**config.mk**
```make
export PLATFORM = sky130hd
export DESIGN_NAME = sfp_sum_tx
export DESIGN_NICKNAME = d
export VERILOG_FILES = /design/src/rtl/sfp_sum_tx.sv
export SDC_FILE = /design/constraint.sdc
export NUM_CORES = 1
export LEC_CHECK = 0
export ABC_AREA = 0
export CORE_MARGIN = 2
export CORE_UTILIZATION = 55
export CTS_CLUSTER_SIZE = 10
export DETAILED_ROUTE_END_ITERATION = 16
export GPL_TIMING_DRIVEN = 0
export PLACE_DENSITY = 0.87
export SYNTH_ARGS = -nofsm -noshare
export SYNTH_HDL_FRONTEND = slang
export SYNTH_SLANG_ARGS = --single-unit
```
**constraint.sdc**
```tcl
create_clock -name clk -period 3.5 [get_ports clk]
set_input_delay 0.7 -clock clk [delete_from_list [all_inputs] [get_ports clk]]
set_output_delay 0.7 -clock clk [all_outputs]
set_load 0.05 [all_outputs]
```
**src/rtl/sfp_sum_tx.sv**
```systemverilog
// sfp_sum_tx: transmit end of the inter-core row-sum exchange.
// Captures each local row sum one cycle after its accumulate strobe, queues
// the sums in order with a wrapping row tag, and offers the head entry to
// the partner core over a valid/ready link.
module sfp_sum_tx #(
  parameter int bw_sum = 24,
  parameter int depth  = 16,
  parameter int aw     = 4
) (
  input  logic              clk,
  input  logic              reset,
  input  logic              acc,
  input  logic [bw_sum-1:0] sum_local,
  input  logic              clr,
  output logic              tx_valid,
  input  logic              tx_ready,
  output logic [bw_sum-1:0] tx_data,
  output logic [aw-1:0]     tx_tag,
  output logic [aw:0]       count,
  output logic              full,
  output logic              overflow
);

  localparam logic [aw:0] depth_c = (aw+1)'(depth);

  logic              acc_q;
  logic [aw-1:0]     wr_ptr;
  logic [aw-1:0]     rd_ptr;
  logic [aw-1:0]     tag_cnt;
  logic [bw_sum-1:0] data_mem [depth];
  logic [aw-1:0]     tag_mem  [depth];

  logic pop;
  logic push;
  logic drop;

  // Handshake and write-acceptance decode; a pop frees a slot even when full.
  always_comb begin
    // NOTE: every signal assigned here gets a value on every path, otherwise a latch is inferred.
    pop  = tx_valid && tx_ready;
    push = acc_q && (!full || pop);
    drop = acc_q && full && !pop;
  end

  // Link outputs: head entry read straight from the flop array, zero when empty.
  always_comb begin
    tx_valid = (count != '0);
    full     = (count == depth_c);
    tx_data  = '0;
    tx_tag   = '0;
    if (tx_valid) begin
      tx_data = data_mem[rd_ptr];
      tx_tag  = tag_mem[rd_ptr];
    end
  end

  // Strobe delay: the sum is valid the cycle after acc; clr does not touch it.
  always_ff @(posedge clk or negedge reset) begin
    // NOTE: sequential state uses non-blocking assignments so all flops update from pre-edge values.
    if (!reset) acc_q <= 1'b0;
    else        acc_q <= acc;
  end

  // Queue control: pointers, occupancy, tag counter and sticky overflow; clr wins.
  always_ff @(posedge clk or negedge reset) begin
    if (!reset) begin
      wr_ptr   <= '0;
      rd_ptr   <= '0;
      count    <= '0;
      tag_cnt  <= '0;
      overflow <= 1'b0;
    end else if (clr) begin
      wr_ptr   <= '0;
      rd_ptr   <= '0;
      count    <= '0;
      tag_cnt  <= '0;
      overflow <= 1'b0;
    end else begin
      if (push) begin
        wr_ptr  <= wr_ptr + 1'b1;
        tag_cnt <= tag_cnt + 1'b1;
      end
      if (pop) rd_ptr <= rd_ptr + 1'b1;
      if (drop) overflow <= 1'b1;
      case ({push, pop})
        2'b10:   count <= count + 1'b1;
        2'b01:   count <= count - 1'b1;
        default: count <= count;
      endcase
    end
  end

  // Storage write: sum and its tag land at the write pointer on an accepted push.
  always_ff @(posedge clk) begin
    // NOTE: the storage array has no reset; its contents are masked by count, so only control state is reset.
    if (push && !clr) begin
      data_mem[wr_ptr] <= sum_local;
      tag_mem[wr_ptr]  <= tag_cnt;
    end
  end

endmodule

```
==> Yosys cells after proc, flatten, opt, wreduce, memory -nomap -nowiden <==
Memory sizes are Yosys's and may differ from the RTL's.
Cells that the tools add are included.
{ "word_totals": {"reg_bits": 19, "output_inout_bits": 36, "memories": 2, "wordCells": 44, "mem_bits_rw": 448, "inputBits": 29} }
{ "memory_table": {"columns": ["name", "words", "width", "read_ports", "rd_clocked_by_memory_dff", "write_ports", "line_no", "source"], "rows": [
  ["data_mem", 16, 24, 1, 0, 1, "30", "logic [bw_sum-1:0] data_mem [depth];"],
  ["tag_mem", 16, 4, 1, 0, 1, "31", "logic [aw-1:0] tag_mem [depth];"]
]} }
{ "classes": {"reduce_logical": 14, "n_eq_ne": 3, "n_mux": 14, "addsub": 5} }
{ "op_table": {"columns": ["cell", "count"], "rows": [
  ["$mux W4", 7],
  ["$mux W24", 1],
  ["$add A4 B1 Y4 const B", 3],
  ["$pmux W5 S2", 1],
  ["$reduce_bool A2 Y1", 3],
  ["$add A5 B1 Y5 const B", 1],
  ["$eq A5 B5 Y1 const B", 1],
  ["$logic_and A1 B1 Y1", 5],
  ["$mux W5", 1],
  ["$reduce_bool A5 Y1", 1],
  ["$sub A5 B1 Y5 const B", 1],
  ["$mux W1", 4],
  ["$logic_not A1 Y1", 3],
  ["$reduce_bool A3 Y1", 1],
  ["$eq A2 B1 Y1 const B", 1],
  ["$eq A2 B2 Y1 const B", 1],
  ["$logic_or A1 B1 Y1", 1]
]} }

==> Depth between registers and ports, before layout <==
{ "depth": {"word_depth": 7, "depth_mapped": 9, "mapped_depth_nobuf": 8} }

==> Worst setup path after synthesis <==
Ideal clock, no wire load.
{ "synth_timing": {"path_type": "reg-to-reg", "startpoint": "register count[4]", "endpoint": "memory data_mem[3][0], enable pin", "synth_period_minus_slack_ps": 3923, "setup_time_ps": 448, "stages_incl_launch_ff": 6, "slack_ps": -423, "path_buffers": 1, "t_required_ps": 3052, "t_arrival_ps": 3475, "cell_sequence": "dfrtp_1 -> clkbuf_1 -> nor2b_1 -> a211oi_1 -> nand2_1 -> nor3_1"} }
{ "synth_via": {"elab_chain_cells": 7, "elab_cells_between_ends": 9, "cone_classes": "1 x eq/ne; 2 x mux; 6 x reduce/logical"} }
{ "synth_lines": {"columns": ["element", "line_no", "source"], "rows": [
  ["start: declaration", "19", "output logic [aw:0] count,"],
  ["start signal: assignment", "86", "2'b10: count <= count + 1'b1;"],
  ["start signal: assignment", "87", "2'b01: count <= count - 1'b1;"],
  ["start signal: assignment", "88", "default: count <= count;"],
  ["$eq A5 B5 Y1 / $reduce_bool A5 Y1 (equally long branches)", "48, 47", null],
  ["$logic_not A1 Y1 / $logic_and A1 B1 Y1 (equally long branches)", "41, 40", null],
  ["$logic_or A1 B1 Y1 *", "41", "push = acc_q && (!full || pop);"],
  ["$logic_and A1 B1 Y1 *", "41", null],
  ["$logic_and A1 B1 Y1 *", "96", "if (push && !clr) begin"],
  ["$mux W1 *", "96", null],
  ["$mux W1 (implied by the code) *", "97", "data_mem[wr_ptr] <= sum_local;"],
  ["end: declaration", "30", null]
]} }
Mark *: on every way between the ends. The rest lies on a longest branch, timed or not.

==> Worst setup path in the final report <==
{ "layout_timing": {"startpoint": "register rd_ptr[1]", "endpoint": "output tx_data[8]"} }
{ "layout_via": {"elab_chain_cells": 2} }
{ "layout_lines": {"columns": ["element", "line_no", "source"], "rows": [
  ["start: declaration", "28", "logic [aw-1:0] rd_ptr;"],
  ["start signal: assignment", "83", "if (pop) rd_ptr <= rd_ptr + 1'b1;"],
  ["$mem_v2 Z16 W24", null, null],
  ["$mux W24", "51", "if (tx_valid) begin"],
  ["end: declaration", "17", "output logic [bw_sum-1:0] tx_data,"]
]} }
No other way between the ends.

==> flow_metrics.tcl <==
set metrics [dict create \
    power_frac_seq 0.416 \
    tns_ns 0 \
    route.detailed.wl_per_inst_um 29.3 \
    slew_headroom 0.418 \
    synth_top_area_share 0.736 \
    timing.critical_path.to_type "primary output" \
    drc 0 \
    layout_worst_path_cycle_share 0.999 \
    drv_slew 0 \
    cts_max_level 2 \
    critical_path_peak_fanout 10 \
    number_of_enable_type_register_cells_in_the_synthesized_netlist 448 \
    clk_pin_slew_worst_paths_ns 0.06 \
    initial_cell_density_of_the_core 0.560 \
    layout_setup_ws_ns 0.00483 \
    result_of_the_run "finished, final reports clean" \
    yosys-top-cells-area "edfxtp_1 (74%), mux4_2 (14%), dfrtp_1 (2.6%)" \
    grt_overflow_total 0 \
    synth_top_cells_by_count "edfxtp_1 (448), mux4_2 (112), nand3_1 (60)" \
    die_area_um2 34700 \
    pwr-share-comb 0.275 \
    grt_pass1_vias 10152 \
    tritoncts_num_sinks 467 \
    placed_wire_length_estimate_after_detailed_placement_um 25200 \
    area_overhead_vs_synth_pct 17.2 \
    cts.path.max_buffers 3 \
    p_int_uw 10400 \
    total_power_uw 15200 \
    cap_violations 0 \
    layout.core_utilization 0.656 \
    placement.setup.worst_slack_ns -0.366 \
    ys_seq_elements 467 \
    io_pins 65 \
    global_route_wire_length_before_repair_um 63800 \
    largest_net_degree_at_the_start_of_global_routing 22 \
    die-width_um 186 \
    maxClockFrequency_mhz 286 \
    post_synthesis_instance_area_um2 18300 \
    placement_rows 66 \
    timing_hold_violations_final 0 \
    detail_route.first_pass.iterations 7 \
    cellLeakagePower_uw 0.00674 \
    p_sw_frac 0.317 \
    yosys.cell_types.count 40 \
    clockRootBuffer "clkbuf_16" \
    wirelength_um 42600 \
    period_minus_slack_ns 3.50 \
    min_delay_path_class "flop to flop" \
    vias 9485 \
    timing.critical_path.required_ns 2.80 \
    count_of_synthesis_stage_warnings_from_yosys 0 \
    startpoint_type "flop" \
    grt_util_all_layers 0.257 \
    power.clock.fraction 0.309 \
    switchingPower_uw 4810 \
    number_of_antenna_violations_at_the_first_check_in_global_routing 0 \
    n_antenna_cell 0 \
    ys_seq_area_frac 0.762 \
    postCtsHoldBufs 0 \
    cts_made_buffers 52 \
    drt_iter0_markers 1369 \
    syn-mean-instance-area_um2 21.2 \
    timing_worst_setup_path_type "flop to primary output" \
    die-height_um 186 \
    synthDominantAreaCellType "edfxtp_1" \
    clkLatencyLatePin_ns 0.57 \
    yosys.cell_count.top_type "edfxtp_1" \
    core_area_um2 32600 \
    ir_worst_vdd_mv 0.663 \
    synthCells 863 \
    numPortBuffers 64 \
    final.fill_count 2016 \
    via_per_inst 6.51 \
    critPathArrivalTime_ns 2.80 \
    grt_setup_unrepaired "true" \
    fin_nets 1042 \
    ant_nets 0 \
    powerDensity_nw_per_um2 709 \
    gp_weighted_congestion 0.779 \
    timing.clock.skew_ns 0.00998 \
    worst_pin_slew_ns 0.870 \
    setup-violations-final 0 \
    async_reset_ff_frac 0.0407 \
    yosys_most_used_dff "edfxtp_1" \
    drive_above_1_share 0.283 \
    synth_fp_nets 902 \
    hold_ws_ns 0.565 \
    tritoncts "yes" \
]
-- per-layer routing --
metal  GRT usage  routed length, um  part of all wire
met5           0                  0                 0
met4      0.0998               1430             0.034
met3      0.0487               4000             0.094
met2       0.435              21700              0.51
met1       0.334              15500              0.36
-- placed cells by master, fill, tap and decap left out, drive strengths merged, types with 4 or more instances in the layout --
cell	instances
buf	76
clkbuf	86
clkdlybuf4s15	4
clkdlybuf4s50	35
dfrtp	19
edfxtp	448
ha	9
inv	7
mux2i	32
mux4	112
nand2	7
nand2b	6
nand3	60
nor2	29
nor2b	6
nor3	6
o211ai	33
o21ai	4
xor2	8
-- final cells by class --
type / count / area, um^2 / share of cell area
sequential: 467 / 13900 / 0.651
clock inverter: 1 / 16.3 / 0.000760
tap: 442 / 553 / 0.0258
buffer: 50 / 334 / 0.0156
inverter: 7 / 26.3 / 0.00123
multi-input combinational: 337 / 4190 / 0.196
timing repair buffer: 88 / 972 / 0.0454
clock buffer: 64 / 1390 / 0.0649
-- registers in the layout, indices dropped and copies added (netlist names) --
signal	flops
wr_ptr	4
acc_q	1
count	5
tag_mem	64
rd_ptr	4
data_mem	384
tag_cnt	4
overflow	1
-- cell families (layout without fill, tap and decap cells) --
family	count (synthesis)	after routing	synth area share
xor gates and xnor gates	10	10	0.00479
buffers and inverters	59	210	0.0145
DFF	467	467	0.762
and+or+nand+nor	121	121	0.0331
adders and majority gates	10	10	0.00726
muxes	145	145	0.156
AOI/OAI and AO/OA	51	51	0.0214
-- power groups by stage --
stage / sequential, uW / clock (uW) / combinational, uW
floorplan: 6480 / 0 / 2720
global placement: 6420 / 0 / 4100
detailed placement: 6420 / 0 / 4220
CTS: 6320 / 4720 / 4250
global route: 6330 / 4930 / 4370
finish: 6320 / 4690 / 4180
-- per-stage QoR --
| stage | instances | instance area (um^2) |
|---|---|---|
| finish | 1456 | 21400 |
| CTS | 1456 | 21500 |
| floorplan | 863 | 18300 |
| detailed placement | 1392 | 20000 |
| global route | 1456 | 21400 |
| global placement | 1369 | 19500 |
-- repair_timing --
| item | 4_1_cts | 5_1_grt |
|---|---|---|
| cloned | 0 | 0 |
| gates resized for setup | 124 | 55 |
| pin swaps | 1 | 0 |
| endpoints found under the setup margin | 29 | 27 |
| buffers inserted | 1 | 0 |
-- critical path, cell delays in order (launching register included) --
cell	delay, ns
dfrtp_1	0.39
buf_2	0.22
buf_2	0.26
buf_2	0.36
mux4_2	0.37
nand3_1	0.10
o211ai_1	0.15
clkdlybuf4s15_2	0.37
-- final timing paths --
check	end	from	slack, ns	cells past startpoint
max in group asynchronous	count[4]	reset	2.27	1
min in group asynchronous	rd_ptr[2]	reset	0.64	1
hold reg to reg	overflow	overflow	0.57	2
hold / removal	overflow	overflow	0.57	2
setup / recovery	tx_data[8]	rd_ptr[1]	0.005	7
setup reg to reg	data_mem[1][9]	acc_q	0.33	7
Note: power is estimated with default switching activity, not from simulation.
